## config.mk

```make
export PLATFORM = sky130hd
export DESIGN_NAME = engine_arbiter
export DESIGN_NICKNAME = d
export VERILOG_FILES = /design/src/rtl/engine_arb_pkg.sv /design/src/rtl/engine_arbiter_rr_picker.sv /design/src/rtl/engine_arbiter.sv
export SDC_FILE = /design/constraint.sdc
export NUM_CORES = 1
export LEC_CHECK = 0
export CELL_PAD_IN_SITES_DETAIL_PLACEMENT = 2
export CELL_PAD_IN_SITES_GLOBAL_PLACEMENT = 2
export CORE_ASPECT_RATIO = 1.1
export CORE_MARGIN = 1
export CORE_UTILIZATION = 33
export DETAILED_ROUTE_END_ITERATION = 8
export GPL_TIMING_DRIVEN = 0
export PLACE_DENSITY = 0.8
export SYNTH_ARGS = -nofsm -noshare
export SYNTH_HDL_FRONTEND = slang
export SYNTH_SLANG_ARGS = --single-unit
```

## constraint.sdc

```tcl
create_clock -name clk -period 3.68 [get_ports clk]
set_input_delay 0.736 -clock clk [delete_from_list [all_inputs] [get_ports clk]]
set_output_delay 0.736 -clock clk [all_outputs]
set_load 0.03 [all_outputs]
```

## src/rtl/engine_arb_pkg.sv

```systemverilog
// Shared types and defaults for the engine arbiter: FSM state encoding and
// default job shape.
package engine_arb_pkg;

    typedef enum logic [2:0] {
        ST_IDLE  = 3'd0,
        ST_GRANT = 3'd1,
        ST_START = 3'd2,
        ST_CALC  = 3'd3,
        ST_WRITE = 3'd4,
        ST_DONE  = 3'd5
    } state_e;

    localparam int DEF_NREQ    = 4;
    localparam int DEF_ITERS   = 4;
    localparam int DEF_TIMEOUT = 255;

endpackage

```

## src/rtl/engine_arbiter_rr_picker.sv

```systemverilog
// Combinational round-robin picker: the first requester at or after ptr+1
// (mod NREQ) wins.
module rr_picker #(
    parameter int NREQ = 4,
    parameter int IDW  = $clog2(NREQ)
) (
    input  logic [NREQ-1:0] req_i,
    input  logic [IDW-1:0]  ptr_i,
    output logic            valid_o,
    output logic [IDW-1:0]  idx_o
);

    logic [2*NREQ-1:0] dbl;
    logic [NREQ-1:0]   rot;
    int                sum;

    // rot[0] lines up with requester ptr+1, so the lowest set bit is the winner
    assign dbl = {req_i, req_i} >> (int'(ptr_i) + 1);
    assign rot = dbl[NREQ-1:0];

    always_comb begin
        valid_o = 1'b0;
        idx_o   = '0;
        sum     = 0;
        for (int k = NREQ - 1; k >= 0; k--) begin
            if (rot[k]) begin
                valid_o = 1'b1;
                sum     = int'(ptr_i) + 1 + k;
                if (sum >= NREQ) begin
                    sum = sum - NREQ;
                end
                idx_o = IDW'(sum);
            end
        end
    end

endmodule

```

## src/rtl/engine_arbiter.sv

```systemverilog
// Shares one iterative engine among NREQ requesters: round-robin grant,
// ITERS start/calc/write passes per job, watchdog abort on a stuck pass.
module engine_arbiter
    import engine_arb_pkg::*;
#(
    parameter int NREQ    = DEF_NREQ,
    parameter int ITERS   = DEF_ITERS,
    parameter int TIMEOUT = DEF_TIMEOUT
) (
    input  logic                     clk,
    input  logic                     rst,
    input  logic [NREQ-1:0]          req,
    output logic [NREQ-1:0]          gnt,
    output logic [NREQ-1:0]          done,
    output logic [$clog2(NREQ)-1:0]  cur_id,
    output logic                     busy,
    output logic                     ldx,
    output logic                     ldu,
    output logic                     eng_start,
    input  logic                     eng_done,
    output logic                     wr_req,
    output logic                     shl,
    output logic                     timeout_err
);

    localparam int IDW = $clog2(NREQ);
    localparam int IW  = $clog2(ITERS + 1);
    localparam int WW  = $clog2(TIMEOUT + 1);

    localparam logic [IW-1:0]   ITER_LAST = IW'(ITERS - 1);
    localparam logic [WW-1:0]   WDOG_LAST = WW'(TIMEOUT - 1);
    localparam logic [IDW-1:0]  PTR_INIT  = IDW'(NREQ - 1);
    localparam logic [NREQ-1:0] ONE       = NREQ'(1);

    state_e          state_q, state_d;
    logic [IDW-1:0]  cur_id_q, cur_id_d;
    logic [IDW-1:0]  ptr_q, ptr_d;
    logic [IW-1:0]   iter_q, iter_d;
    logic [WW-1:0]   wdog_q, wdog_d;
    logic            abort_q, abort_d;

    logic            pick_valid;
    logic [IDW-1:0]  pick_idx;
    logic [NREQ-1:0] owner;

    rr_picker #(
        .NREQ (NREQ),
        .IDW  (IDW)
    ) u_picker (
        .req_i   (req),
        .ptr_i   (ptr_q),
        .valid_o (pick_valid),
        .idx_o   (pick_idx)
    );

    always_ff @(posedge clk or negedge rst) begin
        if (!rst) begin
            state_q  <= ST_IDLE;
            cur_id_q <= '0;
            ptr_q    <= PTR_INIT;
            iter_q   <= '0;
            wdog_q   <= '0;
            abort_q  <= 1'b0;
        end else begin
            state_q  <= state_d;
            cur_id_q <= cur_id_d;
            ptr_q    <= ptr_d;
            iter_q   <= iter_d;
            wdog_q   <= wdog_d;
            abort_q  <= abort_d;
        end
    end

    // eng_done matters only in CALC; a done on the last watchdog cycle still wins
    always_comb begin
        state_d  = state_q;
        cur_id_d = cur_id_q;
        ptr_d    = ptr_q;
        iter_d   = iter_q;
        wdog_d   = wdog_q;
        abort_d  = abort_q;
        case (state_q)
            ST_IDLE: begin
                if (pick_valid) begin
                    cur_id_d = pick_idx;
                    state_d  = ST_GRANT;
                end
            end
            ST_GRANT: begin
                iter_d  = '0;
                state_d = ST_START;
            end
            ST_START: begin
                wdog_d  = '0;
                state_d = ST_CALC;
            end
            ST_CALC: begin
                if (eng_done) begin
                    state_d = ST_WRITE;
                end else begin
                    wdog_d = wdog_q + WW'(1);
                    if (wdog_q == WDOG_LAST) begin
                        abort_d = 1'b1;
                        state_d = ST_DONE;
                    end
                end
            end
            ST_WRITE: begin
                iter_d  = iter_q + IW'(1);
                state_d = (iter_q == ITER_LAST) ? ST_DONE : ST_START;
            end
            ST_DONE: begin
                ptr_d   = cur_id_q;
                abort_d = 1'b0;
                state_d = ST_IDLE;
            end
            default: state_d = ST_IDLE;
        endcase
    end

    assign owner       = ONE << cur_id_q;
    assign busy        = (state_q != ST_IDLE);
    assign gnt         = busy ? owner : '0;
    assign done        = (state_q == ST_DONE) ? owner : '0;
    assign timeout_err = (state_q == ST_DONE) && abort_q;
    assign ldx         = (state_q == ST_GRANT);
    assign ldu         = (state_q == ST_GRANT);
    assign eng_start   = (state_q == ST_START);
    assign wr_req      = (state_q == ST_WRITE);
    assign shl         = (state_q == ST_WRITE);
    assign cur_id      = cur_id_q;

endmodule
```

==> impl_metrics.py, run 1 <==
metrics = {
    "clocking": {
        "h-tree-depth": 1,
        "clockBufferDepth": 2,
        "clock-sinks": 19,
        "post-cts-setup-buffers": 0,
        "cts_hold_buffers": 0,
        "cts-root-buf": "clkbuf_4",
        "cts_made_buffers": 3,
        "cts_resized": 0,
        "clk_pin_slew_worst_paths_ns": 0.10,
        "tritoncts": "done",
        "insertion_delay_ns": 0.30,
    },
    "sta": {
        "rsz0062_at_grt": "no",
        "finalSetupViolations": 0,
        "period_minus_slack_ns": 2.99,
        "hold_viol": 0,
        "max_freq_mhz": 335,
        "tightestPinTransition_ns": 0.897,
        "fin_skew_ns": 0.00615,
        "maxSlewViolCount": 0,
        "finalSetupTns_ns": 0,
        "maxSlewHeadroom_pct": 40.0,
        "finalCritPeriodShare_pct": 81.1,
    },
    "floorplanning": {
        "die_y_um": 64.7,
        "die_x_um": 59.0,
        "floorplan.initialDensity_pct": 34.8,
        "die_area_um2": 3810,
        "core-area_um2": 3390,
        "fp-row-count": 22,
        "ioPinCount": 24,
    },
    "grt": {
        "grt_usage_pct": 19.1,
        "grt_start_max_net_pins": 20,
        "grt_pass1_vias": 1145,
        "antenna_found_initial": 0,
        "grt_pass1_wl_mm": 5.52,
        "gr-total-overflow": 0,
    },
    "synthesis": {
        "ys_top_cells_by_area": "dfrtp_1, dfstp_2, ha_1",
        "synth_warnings": 0,
        "avgSynthCellArea_um2": 9.51,
        "synth_top_area_share_pct": 36.1,
        "yosysMostFrequentCell": "dfrtp_1",
        "synth_ff_type": "dfrtp_1",
        "ys_ff_latch": 19,
        "syn_area_um2": 1180,
        "synth_cell_types": 40,
        "ys_top_cells_by_count": "dfrtp_1, inv_1, nor2_1, nand2_1, nand2b_1",
        "async_reset_ff_share_pct": 100,
        "synth_edf_count": 0,
        "synth_top_cell_by_area": "dfrtp_1",
        "syn_inst": 124,
        "synth_nets": 135,
        "ys_seq_area_share_pct": 40.6,
    },
    "setup_path": {
        "critPathCaptureType": "output port",
        "worstPathMaxFanout": 10,
        "rrSetupSlack_ns": 2.13,
        "slowest_stage": "clkdlybuf4s50_1",
        "crit_end": "eng_start",
        "slowest_delay_ns": 0.68,
        "r2r_cells": 4,
        "critPathKind": "reg -> out",
        "setup.worst_path.start": "state_q[0]$_DFFE_PN0P_",
        "reg2reg_from": "state_q[0]$_DFFE_PN0P_",
        "r2r_end": "cur_id[1]$_DFFE_PN0P_",
        "cp-start-kind": "flip-flop",
        "required_ns": 2.94,
        "arrival_ns": 2.25,
        "worstPathCellList": "buf_6, or3b_1, buf_2, inv_1, clkdlybuf4s50_1",
    },
    "cells_and_area": {
        "multi_input_area_um2": 601,
        "regArea_um2": 478,
        "layout-drive-gt1-share_pct": 12.6,
        "final_nets": 163,
        "area_delta_synth_final_pct": 26.9,
        "diodes": 0,
        "final_core_util_pct": 44.2,
        "fillers": 382,
    },
    "power_and_ir_drop": {
        "p_leak_nw": 0.599,
        "powerDensity_nw_per_um2": 706,
        "total_power_mw": 1.06,
        "ir_worst_vdd_mv": 0.328,
    },
    "outcome": {
        "outcome": "complete, no violations",
    },
    "detailed_routing": {
        "vias": 1056,
        "drcViolationCount": 0,
        "vias_per_cell": 5.31,
        "antenna_left": 0,
        "drt_pass1_iterations": 4,
        "wl_per_cell_um": 15.7,
        "drt_first_iter_violations": 54,
        "wirelength_mm": 3.13,
    },
    "flow_run": {
        "cap_violations": 0,
    },
    "min_path": {
        "hold_class": "reg -> reg",
    },
    "placement": {
        "port_buffers": 23,
        "post-dp-hpwl_mm": 2.41,
        "place.gp.congestion": 0.762,
    },
}
-- where the power goes --
part           total [mW]  switching (mW)  internal [mW]  leakage, nW
Sequential          0.335          0.0623          0.273        0.246
Combinational       0.615           0.352          0.263        0.338
Clock               0.106          0.0641         0.0422       0.0150
Total                1.06           0.478          0.578        0.599
-- layout make-up --
class / instances / area share (%)
multi-input cells: 87 / 40.2
inverters: 11 / 2.76
plain buffers: 7 / 3.93
well taps: 48 / 4.02
repair buffers: 23 / 15.4
clock buffers: 4 / 1.76
flip-flops and latches: 19 / 32.0
-- critical path, delay by kind of cell, from the launching register on --
family | cells | cell delay, ns
buffers and inverters | 4 | 1.15
DFF | 1 | 0.41
and+or+nand+nor | 1 | 0.39
-- cells in the final DEF, fill, tap and decap left out, drive strengths merged, types with 2 or more instances in the layout --
cell | Yosys | routed
ha | 4 | 4
or3 | 2 | 2
inv | 11 | 11
nand3 | 6 | 6
a21oi | 5 | 5
dfrtp | 17 | 17
a21boi | 2 | 2
a22o | 2 | 2
nor3b | 5 | 5
buf | 7 | 7
dfstp | 2 | 2
o21ai | 7 | 7
o32a | 2 | 2
mux2 | 3 | 3
clkdlybuf4s50 | 0 | 23
clkbuf | 0 | 4
nand2b | 8 | 8
nor2 | 9 | 9
nor3 | 4 | 4
mux2i | 5 | 5
nand2 | 8 | 8
-- per-layer routing --
metal,global-route usage (%),routed length [um],vias to the layer above
met5,0,0,-
met4,4.46,25,0
met3,1.80,74,4
met2,34.5,1660,20
met1,24.2,1370,537
li1,-,-,495
-- registers in the layout, indices dropped and copies added (netlist names) --
register  count
state_q       3
cur_id        2
iter_q        3
wdog_q        8
ptr_q         2
abort_q       1
-- kinds of logic (layout without fill, tap and decap cells) --
| kind of cell | after synthesis | after routing | share of synthesized area (%) |
|---|---|---|---|
| buf+inv | 18 | 45 | 8.49 |
| flops | 19 | 19 | 40.6 |
| simple gates | 51 | 51 | 25.6 |
| mux | 8 | 8 | 7.11 |
| compound gates | 24 | 24 | 14.0 |
| fa+ha+maj | 4 | 4 | 4.25 |
-- how the worst min path moves through the flow --
stage,from,endpoint,slack [ns],cells after the start
after floorplan,rst,abort_q$_DFFE_PN0P_,0.44,0
after global placement,abort_q$_DFFE_PN0P_,abort_q$_DFFE_PN0P_,0.47,2
after detailed placement,iter_q[1]$_DFFE_PN0P_,iter_q[1]$_DFFE_PN0P_,0.50,1
after CTS,wdog_q[6]$_DFFE_PN0P_,wdog_q[6]$_DFFE_PN0P_,0.53,1
after global routing,iter_q[1]$_DFFE_PN0P_,iter_q[1]$_DFFE_PN0P_,0.55,1
final,wdog_q[6]$_DFFE_PN0P_,wdog_q[6]$_DFFE_PN0P_,0.52,1
-- stage by stage --
| stage | worst slack [ns] | std cells | hold WS [ns] | instance area, um^2 |
|---|---|---|---|---|
| 6_report | 0.694 | 199 | 0.520 | 1500 |
| 4_1_cts | 0.674 | 199 | 0.530 | 1500 |
| 3_5_place_dp | 1.01 | 195 | 0.505 | 1470 |
| 3_3_place_gp | 1.05 | 195 | 0.467 | 1470 |
| 5_1_grt | 0.611 | 199 | 0.552 | 1500 |
| 2_1_floorplan | 1.29 | 124 | 0.440 | 1180 |
Power figures use the tool's default switching activity.
==> inputs of run 2 (changes only) <==
- CORE_UTILIZATION: 33 -> 28
- PLACE_DENSITY: 0.8 -> 0.72
- clock period: 3.68 -> 2.4 ns (I/O delays scaled with it)
==> run 2 against run 1 <==
  * Die area rose by 17%
  * Non-clock buffer count stayed put
  * Clock power grew 120%
  * Global-route usage down 4.6 points
  * Final cell count is 2.0% higher
==> impl_metrics.py, run 2 (synthesized netlist as in run 1, its figures left out) <==
metrics = {
    "cells_and_area": {
        "fillers": 445,
        "largest_register_ffs": 8,
        "final_core_util_pct": 38.2,
        "instances_no_fill": 203,
        "reg.largest.list": "wdog_q (8), iter_q (3), state_q (3)",
        "layout-drive-gt1-share_pct": 13.2,
        "final_nets": 163,
        "top_register": "wdog_q",
        "final_common_cell": "dfrtp_1",
        "area_delta_synth_final_pct": 29.3,
        "final_cell_mix": "dfrtp_1, clkdlybuf4s50_1, inv_1, nor2_1",
        "diodes": 0,
    },
    "min_path": {
        "hold_class": "reg -> reg",
        "min_from": "abort_q$_DFFE_PN0P_",
        "whs_endpoint": "abort_q$_DFFE_PN0P_",
        "holdPathStages": 2,
    },
    "detailed_routing": {
        "antenna_left": 0,
        "wl_per_cell_um": 14.9,
        "vias_per_cell": 5.02,
        "routed-wl-met2_mm": 1.61,
        "dr_wl_met3_um": 84,
        "met1_length_mm": 1.30,
        "drcViolationCount": 0,
        "drt_first_iter_violations": 36,
        "wirelength_mm": 3.02,
        "vias": 1020,
        "drt_pass1_iterations": 4,
        "top_layer_used": "met4",
    },
    "clocking": {
        "clockBufferDepth": 2,
        "post-cts-setup-buffers": 0,
        "tritoncts": "done",
        "cts_hold_buffers": 0,
        "clock-sinks": 19,
        "h-tree-depth": 1,
        "cts_made_buffers": 3,
        "insertion_delay_ns": 0.26,
        "clk_pin_slew_worst_paths_ns": 0.07,
        "cts-root-buf": "clkbuf_8",
    },
    "sta": {
        "rsz0062_at_grt": "no",
        "max_freq_mhz": 434,
        "finalCritPeriodShare_pct": 96.1,
        "setup_ws_ns": 0.0933,
        "maxSlewHeadroom_pct": 40.0,
        "tightestPinTransition_ns": 0.898,
        "hold_viol": 0,
        "finalSetupViolations": 0,
        "maxSlewViolCount": 0,
        "fin_skew_ns": 0.00445,
        "period_minus_slack_ns": 2.31,
    },
    "setup_path": {
        "worstPathMaxFanout": 10,
        "critPathKind": "reg -> out",
        "rrSetupSlack_ns": 0.90,
        "r2r_cells": 5,
        "slowest_stage": "or3b_1",
        "critPathCaptureType": "output port",
        "r2r_end": "wdog_q[2]$_DFFE_PN0P_",
        "reg2reg_from": "state_q[2]$_DFFE_PN0P_",
        "arrival_ns": 1.83,
        "slowest_delay_ns": 0.40,
        "cp-start-kind": "flip-flop",
        "setup.worst_path.start": "state_q[0]$_DFFE_PN0P_",
        "required_ns": 1.92,
        "worstPathCellList": "buf_6, or3b_1, buf_2, inv_1, clkdlybuf4s15_2",
    },
    "floorplanning": {
        "die_area_um2": 4470,
        "fp-row-count": 24,
        "die_y_um": 70.0,
        "floorplan.initialDensity_pct": 29.5,
        "die_x_um": 63.9,
        "ioPinCount": 24,
        "core-area_um2": 3990,
    },
    "outcome": {
        "outcome": "complete, no violations",
    },
    "placement": {
        "place.gp.congestion": 0.769,
        "dp_cells": 199,
        "place_worst_setup_slack_ns": -0.00311,
        "post-dp-hpwl_mm": 2.30,
        "port_buffers": 23,
    },
    "grt": {
        "gr-total-overflow": 0,
        "grt_usage_pct": 14.5,
        "antenna_found_initial": 0,
        "grt_pass1_vias": 1080,
        "grt_start_max_net_pins": 20,
        "grt_pass1_wl_mm": 5.04,
    },
    "power_and_ir_drop": {
        "powerDensity_nw_per_um2": 1090,
        "p_leak_nw": 0.671,
        "ir_worst_vdd_mv": 0.529,
    },
    "flow_run": {
        "cap_violations": 0,
    },
}
## run 2: where the power goes
group / internal, mW / total [mW] / switching, mW
clock network: 0.118 / 0.228 / 0.110
registers: 0.419 / 0.515 / 0.0965
logic: 0.390 / 0.915 / 0.526
total: 0.927 / 1.66 / 0.732
## run 2: worst max path at each step
stage	to	slack, ns	cells after the start
floorplan	ldx	0.27	3
global placement	eng_start	0.02	5
detailed placement	eng_start	-0.003	5
CTS	ldu	0.02	3
global route	done[0]	0.004	4
finish	eng_start	0.09	5
## run 2: per-layer routing
| layer | vias to the layer above | GRT usage, % |
|---|---|---|
| met5 | - | 0 |
| met3 | 4 | 1.63 |
| met4 | 0 | 4.55 |
| li1 | 491 | - |
| met2 | 20 | 27.7 |
| met1 | 505 | 16.5 |
## run 2: stage by stage
stage | instance area (um^2) | total power [mW] | hold WS, ns | TNS [ns]
final | 1520 | 1.66 | 0.503 | 0
after global routing | 1520 | 1.77 | 0.532 | 0
after floorplan | 1180 | 1.13 | 0.184 | 0
after global placement | 1470 | 1.42 | 0.474 | 0
after detailed placement | 1470 | 1.46 | 0.491 | -0.00311
after CTS | 1520 | 1.69 | 0.508 | 0
## run 2: timing repair
item | in CTS | in global routing
resized for setup | 11 | 3
endpoints found under the setup margin | 9 | 3
endpoints found under the hold margin | 0 | 0
## run 2: layout make-up
cell class	count	area [um^2]	area share, %
clock buffers	4	45.0	2.96
flip-flops and latches	19	478	31.4
repair buffers	23	229	15.0
plain buffers	7	58.8	3.86
well taps	52	65.1	4.27
inverters	11	41.3	2.71
multi-input cells	87	607	39.8
## run 2: critical path, delay by kind of cell, from the launching register on
family / cells / cell delay (ns)
buffers and inverters: 4 / 0.77
AND/OR/NAND/NOR: 1 / 0.40
flip-flops: 1 / 0.39
==> inputs of run 3 (changes only) <==
- CORE_UTILIZATION: 28 -> 33
- PLACE_DENSITY: 0.72 -> 0.8
- RECOVER_POWER: unset -> 100
- clock period: 2.4 -> 2.8 ns (I/O delays scaled with it)
==> run 3 against run 2 <==
  * Critical path depth decreased by 1
  * Cell area shrank 2.8%
  * Power is 18% lower
  * Sequential cell count unchanged
  * Sequential power down 15%
  * Final cell count down 2.0%
  * Clock power fell by 39%
  * Via count increased by 3.0%
  * Utilization increased by 5.6 points
  * Count of clock-buffer cells in the layout unchanged
  * Critical endpoint is now ldx
  * Largest cell class unchanged
==> impl_metrics.py, run 3 (synthesized netlist as in run 1, its figures left out) <==
metrics = {
    "placement": {
        "port_buffers": 23,
        "post-dp-hpwl_mm": 2.41,
        "place.gp.congestion": 0.762,
        "place_worst_setup_slack_ns": 0.308,
        "place_area_um2": 1470,
    },
    "cells_and_area": {
        "diodes": 0,
        "layout-drive-gt1-share_pct": 10.6,
        "final_cell_mix": "dfrtp_1, dlygate4sd3_1, clkdlybuf4s50_1, inv_1, nor2_1",
        "multi_input_area_um2": 591,
        "stdcell_area_um2": 1480,
        "regArea_um2": 478,
        "area_delta_synth_final_pct": 25.7,
        "reg.largest.list": "wdog_q (8), iter_q (3), state_q (3)",
        "final_nets": 163,
        "top_register": "wdog_q",
        "fillers": 387,
        "largest_register_ffs": 8,
        "final_common_cell": "dfrtp_1",
    },
    "power_and_ir_drop": {
        "ir_worst_vdd_mv": 0.405,
        "total_power_mw": 1.35,
        "p_leak_nw": 0.616,
        "powerDensity_nw_per_um2": 913,
    },
    "clocking": {
        "post-cts-setup-buffers": 0,
        "cts_made_buffers": 3,
        "clk_pin_slew_worst_paths_ns": 0.10,
        "cts_hold_buffers": 0,
        "tritoncts": "done",
        "insertion_delay_ns": 0.30,
        "cts_resized": 1,
        "clockBufferDepth": 2,
        "h-tree-depth": 1,
        "cts-root-buf": "clkbuf_4",
        "clock-sinks": 19,
    },
    "detailed_routing": {
        "drcViolationCount": 0,
        "wl_per_cell_um": 15.8,
        "drt_pass1_iterations": 4,
        "vias": 1051,
        "vias_per_cell": 5.28,
        "drt_first_iter_violations": 57,
        "antenna_left": 0,
        "wirelength_mm": 3.15,
    },
    "setup_path": {
        "worstPathMaxFanout": 10,
        "critPathCaptureType": "output port",
        "arrival_ns": 2.10,
        "critPathKind": "reg -> out",
        "setup.worst_path.start": "state_q[0]$_DFFE_PN0P_",
        "r2r_end": "cur_id[1]$_DFFE_PN0P_",
        "cp-start-kind": "flip-flop",
        "required_ns": 2.24,
        "r2r_cells": 4,
        "crit_end": "ldx",
        "reg2reg_from": "state_q[0]$_DFFE_PN0P_",
        "rrSetupSlack_ns": 1.11,
    },
    "flow_run": {
        "cap_violations": 0,
    },
    "floorplanning": {
        "die_area_um2": 3810,
        "floorplan.initialDensity_pct": 34.8,
        "die_y_um": 64.7,
        "fp-row-count": 22,
        "die_x_um": 59.0,
        "ioPinCount": 24,
        "core-area_um2": 3390,
    },
    "sta": {
        "finalCritPeriodShare_pct": 94.8,
        "max_freq_mhz": 377,
        "maxSlewHeadroom_pct": 39.2,
        "hold_viol": 0,
        "setup_ws_ns": 0.144,
        "finalSetupTns_ns": 0,
        "rsz0062_at_grt": "no",
        "finalSetupViolations": 0,
        "maxSlewViolCount": 0,
        "tightestPinTransition_ns": 0.909,
        "period_minus_slack_ns": 2.66,
        "fin_skew_ns": 0.00598,
    },
    "grt": {
        "grt_start_max_net_pins": 20,
        "grt_pass1_vias": 1145,
        "gr-total-overflow": 0,
        "antenna_found_initial": 0,
        "grt_usage_pct": 19.1,
        "grt_pass1_wl_mm": 5.52,
    },
    "outcome": {
        "outcome": "complete, no violations",
    },
    "min_path": {
        "hold_class": "reg -> reg",
    },
}
[run 3: cell count changes in the layout (fill, tap and decap cells not counted), moves of 2 or more]
cell / delta
dlygate4sd3_1: +11
dlygate4sd2_1: -5
clkbuf_4: +4
clkbuf_8: -3
buf_2: -2
clkbuf_1: +2
clkdlybuf4s50_1: -2
dlymetal6s2s_1: -2
[run 3: how the worst min path moves through the flow]
stage                           from               endpoint  slack, ns  depth (start not counted)
2_1_floorplan                    rst    abort_q$_DFFE_PN0P_       0.26                          0
3_3_place_gp     abort_q$_DFFE_PN0P_    abort_q$_DFFE_PN0P_       0.47                          2
3_5_place_dp   iter_q[1]$_DFFE_PN0P_  iter_q[1]$_DFFE_PN0P_       0.50                          1
4_1_cts        wdog_q[6]$_DFFE_PN0P_  wdog_q[6]$_DFFE_PN0P_       0.53                          1
5_1_grt        iter_q[1]$_DFFE_PN0P_  iter_q[1]$_DFFE_PN0P_       0.55                          1
6_report       wdog_q[6]$_DFFE_PN0P_  wdog_q[6]$_DFFE_PN0P_       0.52                          1
[run 3: power breakdown]
group / internal (mW) / switching (mW)
logic: 0.320 / 0.452
registers: 0.358 / 0.0815
clock network: 0.0555 / 0.0849
[run 3: worst max-delay path, cell delays in order, from the launching register on]
cell           delay (ns)
dfrtp_1              0.39
buf_6                0.16
nor3b_1              0.35
buf_4                0.17
dlygate4sd3_1        0.73
[run 3: area by class of cell]
type	instances	share of cell area (%)
well taps	48	4.05
inverters	11	2.79
multi-input cells	87	39.9
flip-flops and latches	19	32.3
clock buffers	4	1.77
repair buffers	23	15.5
plain buffers	7	3.80
[run 3: per-stage QoR]
stage                     hold slack, ns  utilization (%)  cells
final                              0.521             43.8    199
after detailed placement           0.505             43.4    195
after global routing               0.552             43.8    199
after global placement             0.467             43.4    195
after floorplan                    0.264                -    124
after CTS                          0.530             44.1    199
[run 3: routing by layer]
metal | GRT usage (%) | vias to the layer above | wire length (um)
met1 | 24.2 | 531 | 1370
met3 | 1.80 | 4 | 87
met2 | 34.5 | 22 | 1660
met5 | 0 | - | 0
met4 | 4.46 | 0 | 22
li1 | - | 494 | -
